==> config.mk <==
export PLATFORM = sky130hd
export DESIGN_NAME = pc_gen
export DESIGN_NICKNAME = d
export VERILOG_FILES = /design/src/rtl/pc_gen.sv
export SDC_FILE = /design/constraint.sdc
export NUM_CORES = 1
export LEC_CHECK = 0
export CAP_MARGIN = 20
export CORE_MARGIN = 3
export CORE_UTILIZATION = 45
export CTS_CLUSTER_DIAMETER = 150
export DETAILED_ROUTE_END_ITERATION = 7
export PLACE_DENSITY = 0.71
export SYNTH_ARGS = -nofsm -noshare
export SYNTH_HDL_FRONTEND = slang
export SYNTH_SLANG_ARGS = --single-unit
==> constraint.sdc <==
create_clock -name clk -period 4.9 [get_ports clk]
set_input_delay 1.47 -clock clk [delete_from_list [all_inputs] [get_ports clk]]
set_output_delay 1.47 -clock clk [all_outputs]
set_load 0.005 [all_outputs]
==> src/rtl/pc_gen.sv <==
// pc_gen: registered program-counter generator with interrupt entry and a
// nested return-address (EPC) stack.
//
// Every cycle the next PC is chosen from three sources, highest first:
//   1. eret      - pop the EPC stack and resume there; an eret with an
//                  empty stack falls back to npc and sets err_unf.
//   2. interrupt - push int_epc, jump to EXC_VECTOR. A full stack blocks
//                  the interrupt, which stays pending until there is room.
//   3. npc       - sequential or branch address from the core.
//
// Requests that arrive while stalled, or that lose to an eret, are latched
// and serviced on a later unstalled cycle. Stack storage is not reset.
// depth is the only stack pointer, and reset clears it.
module pc_gen #(
  parameter int               WIDTH        = 32,
  parameter logic [WIDTH-1:0] RESET_VECTOR = 32'h0000_3000,
  parameter logic [WIDTH-1:0] EXC_VECTOR   = 32'h0000_4180,
  parameter int               EPC_DEPTH    = 4
) (
  input  logic             clk,
  input  logic             reset,
  input  logic             stall,
  input  logic [WIDTH-1:0] npc,
  input  logic             int_req,
  input  logic [WIDTH-1:0] int_epc,
  input  logic             int_back,
  output logic [WIDTH-1:0] pc,
  output logic [WIDTH-1:0] epc_top,
  output logic [4:0]       depth,
  output logic             int_pending,
  output logic             int_blocked,
  output logic             err_unf
);

  // Index width for the stack array. depth itself needs a fifth bit so
  // that it can hold EPC_DEPTH (up to 16) when the stack is full.
  localparam int         PTR_W     = (EPC_DEPTH > 1) ? $clog2(EPC_DEPTH) : 1;
  localparam logic [4:0] DEPTH_MAX = 5'(EPC_DEPTH);

  // EPC storage. It has no reset because entries above depth are never read.
  logic [WIDTH-1:0] r_stack [EPC_DEPTH];

  logic [WIDTH-1:0] r_pc;
  logic [4:0]       r_depth;
  logic             r_int_pending;
  logic             r_ret_pending;
  logic             r_err_unf;

  logic             w_eret;
  logic             w_irq;
  logic             w_empty;
  logic             w_full;
  logic             w_push;
  logic [4:0]       w_top_depth;
  logic [PTR_W-1:0] w_push_idx;
  logic [PTR_W-1:0] w_top_idx;

  // A request counts whether it was latched earlier or is arriving on this
  // cycle. This lets a single-cycle pulse act immediately when the core is
  // not stalled.
  assign w_eret      = r_ret_pending | int_back;
  assign w_irq       = r_int_pending | int_req;
  assign w_empty     = (r_depth == 5'd0);
  assign w_full      = (r_depth == DEPTH_MAX);

  // A push happens only when no eret is active. Push and pop therefore
  // never happen on the same edge.
  assign w_push      = ~stall & ~w_eret & w_irq & ~w_full;

  // Push writes the slot at depth. The top entry is the slot at depth-1.
  assign w_top_depth = r_depth - 5'd1;
  assign w_push_idx  = r_depth[PTR_W-1:0];
  assign w_top_idx   = w_top_depth[PTR_W-1:0];

  // Write the return address of a taken interrupt into the next free slot.
  always_ff @(posedge clk) begin
    if (w_push) begin
      r_stack[w_push_idx] <= int_epc;
    end
  end

  // Select the PC source and track depth and the pending and sticky flags.
  always_ff @(posedge clk or negedge reset) begin
    if (!reset) begin
      r_pc          <= RESET_VECTOR;
      r_depth       <= 5'd0;
      r_int_pending <= 1'b0;
      r_ret_pending <= 1'b0;
      r_err_unf     <= 1'b0;
    end else if (stall) begin
      // PC and stack are frozen, but requests are still latched so that a
      // pulse during the stall is not lost.
      r_int_pending <= w_irq;
      r_ret_pending <= w_eret;
    end else begin
      r_ret_pending <= 1'b0;
      if (w_eret) begin
        // The eret wins. A concurrent interrupt stays pending for a later cycle.
        r_int_pending <= w_irq;
        if (!w_empty) begin
          r_pc    <= r_stack[w_top_idx];
          r_depth <= r_depth - 5'd1;
        end else begin
          r_pc      <= npc;
          r_err_unf <= 1'b1;
        end
      end else if (w_irq && !w_full) begin
        r_pc          <= EXC_VECTOR;
        r_depth       <= r_depth + 5'd1;
        r_int_pending <= 1'b0;
      end else begin
        // This is normal flow, or an interrupt blocked by a full stack,
        // which keeps waiting.
        r_pc          <= npc;
        r_int_pending <= w_irq;
      end
    end
  end

  assign pc          = r_pc;
  assign depth       = r_depth;
  assign epc_top     = w_empty ? '0 : r_stack[w_top_idx];
  assign int_pending = r_int_pending;
  assign int_blocked = r_int_pending & w_full;
  assign err_unf     = r_err_unf;

endmodule
==> run_summary.xml <==
<?xml version="1.0" encoding="UTF-8"?>
<metrics>
  <group name="clock_tree">
    <metric name="cts_buffers" unit="">17</metric>
    <metric name="cts.repair.resized" unit="">0</metric>
    <metric name="clkSlewWorstSetupHoldPaths" unit="ns">0.06</metric>
    <metric name="cts_tree" unit="">done</metric>
    <metric name="clockBufferDepth" unit="">2</metric>
    <metric name="ctsHtreeMaxLevel" unit="">4</metric>
    <metric name="cts_setup_buffers" unit="">0</metric>
    <metric name="cts_hold_buf" unit="">0</metric>
    <metric name="cts.root.buffer_cell" unit="">sky130_fd_sc_hd__clkbuf_16</metric>
    <metric name="clk_latency" unit="ns">0.42</metric>
    <metric name="clock_sink_count" unit="">168</metric>
  </group>
  <group name="placement">
    <metric name="placed_cells" unit="">707</metric>
    <metric name="io_buffers" unit="">140</metric>
    <metric name="finalWeightedCongestion" unit="">0.784</metric>
    <metric name="dp_worst_setup_slack" unit="ns">0.947</metric>
    <metric name="detailed_placer_s_ending_hpwl" unit="um">10100</metric>
  </group>
  <group name="setup_path">
    <metric name="endpoint_kind" unit="">primary output</metric>
    <metric name="critical_path.cell_chain" unit="">inv_1 &gt; ha_1 &gt; or4b_1 &gt; buf_4 &gt; and2_1 &gt; clkdlybuf4s50_1</metric>
    <metric name="critPathMaxStageDelay" unit="ns">0.46</metric>
    <metric name="worst-setup-path-type" unit="">reg -&gt; out</metric>
    <metric name="crit_slowest_cell" unit="">sky130_fd_sc_hd__dfrtp_1</metric>
    <metric name="setup.worst_path.start_class" unit="">register</metric>
    <metric name="worst_ep_required_time" unit="ns">3.43</metric>
    <metric name="worstPathMaxFanout" unit="">34</metric>
    <metric name="cp_data_arrival_time" unit="ns">2.72</metric>
  </group>
  <group name="synthesis">
    <metric name="synth_seq_cells" unit="">168</metric>
    <metric name="yosysWarnings" unit="">0</metric>
    <metric name="netlist-cell-type-count" unit="">35</metric>
    <metric name="synthCells" unit="">373</metric>
    <metric name="synthesis.nets" unit="">447</metric>
    <metric name="post_synth.cell_area_avg" unit="um2">18.9</metric>
    <metric name="netlist_area" unit="um2">7040</metric>
    <metric name="synth.yosys.seq_area_share" unit="%">68.8</metric>
  </group>
  <group name="sta">
    <metric name="setup_viol" unit="">0</metric>
    <metric name="worst_slack" unit="ns">0.712</metric>
    <metric name="worst_pin_slew" unit="ns">0.893</metric>
    <metric name="finalCriticalPeriod" unit="ns">4.19</metric>
    <metric name="max-slew-margin-rel" unit="%">40.2</metric>
    <metric name="timing.final.max_slew_violations" unit="">0</metric>
    <metric name="timing_hold_violations_final" unit="">0</metric>
    <metric name="fin_skew" unit="ns">0.0116</metric>
    <metric name="grt_setup_unrepaired" unit="">false</metric>
    <metric name="fin_setup_tns" unit="ns">0</metric>
    <metric name="final.period_utilization" unit="%">85.5</metric>
    <metric name="peak_clock_frequency_supported_by_timing" unit="GHz">0.239</metric>
  </group>
  <group name="global_routing">
    <metric name="globalRoute.totalOverflow" unit="">0</metric>
    <metric name="grt_first_pass_wirelength" unit="um">24300</metric>
    <metric name="top_usage_layer" unit="">met2</metric>
    <metric name="grt_start_max_net_pins" unit="">43</metric>
    <metric name="vias_in_the_first_global_route" unit="">4269</metric>
    <metric name="global_route_track_usage_on_met2" unit="%">30.3</metric>
    <metric name="globalRouteMet1Util" unit="%">26.3</metric>
    <metric name="grt_antenna_before_repair" unit="">0</metric>
    <metric name="grt_util_all_layers" unit="%">19.2</metric>
    <metric name="grtUsageMet3" unit="%">5.75</metric>
  </group>
  <group name="final_layout">
    <metric name="layout-drive-gt1-share" unit="%">27.2</metric>
    <metric name="area_growth" unit="%">32.0</metric>
    <metric name="finalNonFillerCells" unit="">740</metric>
    <metric name="antenna_cells_inserted" unit="">0</metric>
    <metric name="utilization" unit="%">60.9</metric>
    <metric name="fin_nets" unit="">590</metric>
  </group>
  <group name="detailed_routing">
    <metric name="totalWireLength" unit="um">15600</metric>
    <metric name="post_drt_via_cell_ratio" unit="">5.38</metric>
    <metric name="drcViolationCount" unit="">0</metric>
    <metric name="firstDrtPassIters" unit="">4</metric>
    <metric name="wl_per_cell" unit="um">21.1</metric>
    <metric name="drt-initial-drc-count" unit="">213</metric>
    <metric name="via_count" unit="">3981</metric>
    <metric name="route.antenna.remaining_nets" unit="">0</metric>
  </group>
  <group name="die">
    <metric name="die_area" unit="um2">17200</metric>
    <metric name="floorplan.io_pins" unit="">141</metric>
    <metric name="floorplan.die.height" unit="um">131</metric>
    <metric name="fp-row-count" unit="">45</metric>
    <metric name="chipWidth" unit="um">131</metric>
    <metric name="initial_utilization" unit="%">46.2</metric>
    <metric name="placeableCoreArea" unit="um2">15300</metric>
  </group>
  <group name="power">
    <metric name="leakage" unit="nW">3.27</metric>
    <metric name="irDropWorstVdd" unit="mV">0.421</metric>
    <metric name="post-layout-total-power" unit="W">0.00576</metric>
    <metric name="powerDensity" unit="nW/um2">620</metric>
  </group>
  <group name="min_path">
    <metric name="hold_path_class" unit="">reg -&gt; reg</metric>
  </group>
  <group name="run_status">
    <metric name="result_of_the_run" unit="">finished, final reports clean</metric>
  </group>
  <group name="job">
    <metric name="timing.max_cap.violations" unit="">0</metric>
  </group>
</metrics>
[per-stage QoR]
| stage | cell area, um2 | hold WS [ns] |
|---|---|---|
| finish | 9300 | 0.475 |
| global route | 9300 | 0.499 |
| CTS | 9270 | 0.478 |
| detailed placement | 8660 | 0.463 |
| global placement | 8660 | 0.451 |
| floorplan | 7040 | 0.460 |
[placed cells by master (no fill, tap or decap), types with 2 or more instances in the layout]
cell type and count:
sky130_fd_sc_hd__and2_1 8, sky130_fd_sc_hd__mux4_2 32, sky130_fd_sc_hd__a32o_1 29, sky130_fd_sc_hd__nand2_1 2, sky130_fd_sc_hd__edfxtp_1 128, sky130_fd_sc_hd__inv_1 6, sky130_fd_sc_hd__a21o_1 3, sky130_fd_sc_hd__xnor2_1 2
sky130_fd_sc_hd__dfstp_2 2, sky130_fd_sc_hd__a311oi_1 3, sky130_fd_sc_hd__bufinv_16 4, sky130_fd_sc_hd__xor2_1 3, sky130_fd_sc_hd__clkinvlp_4 2, sky130_fd_sc_hd__clkinv_2 4, sky130_fd_sc_hd__nor3_1 4, sky130_fd_sc_hd__buf_4 7
sky130_fd_sc_hd__clkdlybuf4s50_1 138, sky130_fd_sc_hd__buf_12 4, sky130_fd_sc_hd__clkinv_1 3, sky130_fd_sc_hd__a221oi_2 3, sky130_fd_sc_hd__buf_2 2, sky130_fd_sc_hd__mux2_2 29, sky130_fd_sc_hd__nor2_1 4, sky130_fd_sc_hd__clkbuf_16 17
sky130_fd_sc_hd__and2_4 26, sky130_fd_sc_hd__and2_2 4, sky130_fd_sc_hd__ha_1 4, sky130_fd_sc_hd__nand4_1 2, sky130_fd_sc_hd__dfrtp_1 37, sky130_fd_sc_hd__clkinv_4 2
[critical path, delay by kind of cell (launching register included)]
kind | cells | cell delay [ns]
flops | 1 | 0.46
fa+ha+maj | 1 | 0.25
simple gates | 2 | 0.67
buf+inv | 3 | 0.89
[worst paths after layout]
path	slack, ns	startpoint	end	cells after the start
max in group asynchronous	3.35	reset	pc[20]	2
min reg2reg	0.47	err_unf	err_unf	2
max reg2reg	1.96	depth[1]	pc[22]	7
min	0.47	err_unf	err_unf	2
max	0.71	depth[1]	epc_top[1]	6
min in group asynchronous	1.03	reset	pc[7]	1
[cell usage after synthesis (all sizes together)]
master,n,area (um2)
or4,1,7.51
mux4,32,721
nor4bb,1,10.0
inv,6,22.5
xnor2,2,17.5
a21oi,1,8.76
nand2,3,13.8
o31ai,1,7.51
nor2,4,15.0
a221oi,3,45.0
mux2,29,327
nor4b,1,8.76
clkbuf,12,45.0
or4b,2,20.0
or3,1,6.26
xor2,3,26.3
nand2b,1,6.26
a21o,3,22.5
nor3,4,20.0
or2,1,6.26
nand4,2,12.5
and2,38,303
a32o,29,290
dfstp,2,52.6
edfxtp,128,3840
buf,16,134
ha,5,62.6
mux2i,1,10.0
dfrtp,38,951
a311oi,3,26.3
[report_power, final]
part	switching [W]	total (W)	internal [W]
Clock	0.000515	0.00136	0.000844
Sequential	0.000118	0.00189	0.00177
Combinational	0.000936	0.00251	0.00158
[cells by family after synthesis]
kind of cell	after synthesis	share of synthesized area, %
XOR/XNOR	5	0.622
multiplexers	62	15.0
buffers and inverters	34	2.86
adder cells (fa/ha/maj)	5	0.888
flip-flops	168	68.8
AO/OA/AOI/OAI	40	5.69
AND/OR/NAND/NOR	59	6.09
[metal layers]
layer,vias up,share of wire [%]
met5,-,0
met4,0,1.1
met3,18,7.8
met2,154,49
met1,2019,42
li1,1790,-
[flip-flops by register name (all words and copies together), names as in the netlist]
name,count
pc,32
err_unf,1
r_ret_pending,1
r_stack,128
depth,5
int_pending,1
[cell type report]
| cell class | count | area (um2) |
|---|---|---|
| Fill cell | 1134 | 5960 |
| Sequential cell | 168 | 4850 |
| Multi-Input combinational cell | 171 | 2000 |
| Timing Repair Buffer | 152 | 1550 |
| Clock buffer | 17 | 425 |
| Tap cell | 211 | 264 |
| Clock inverter | 15 | 184 |
| Inverter | 6 | 22.5 |
No activity file was read; power rests on OpenSTA's default activity.
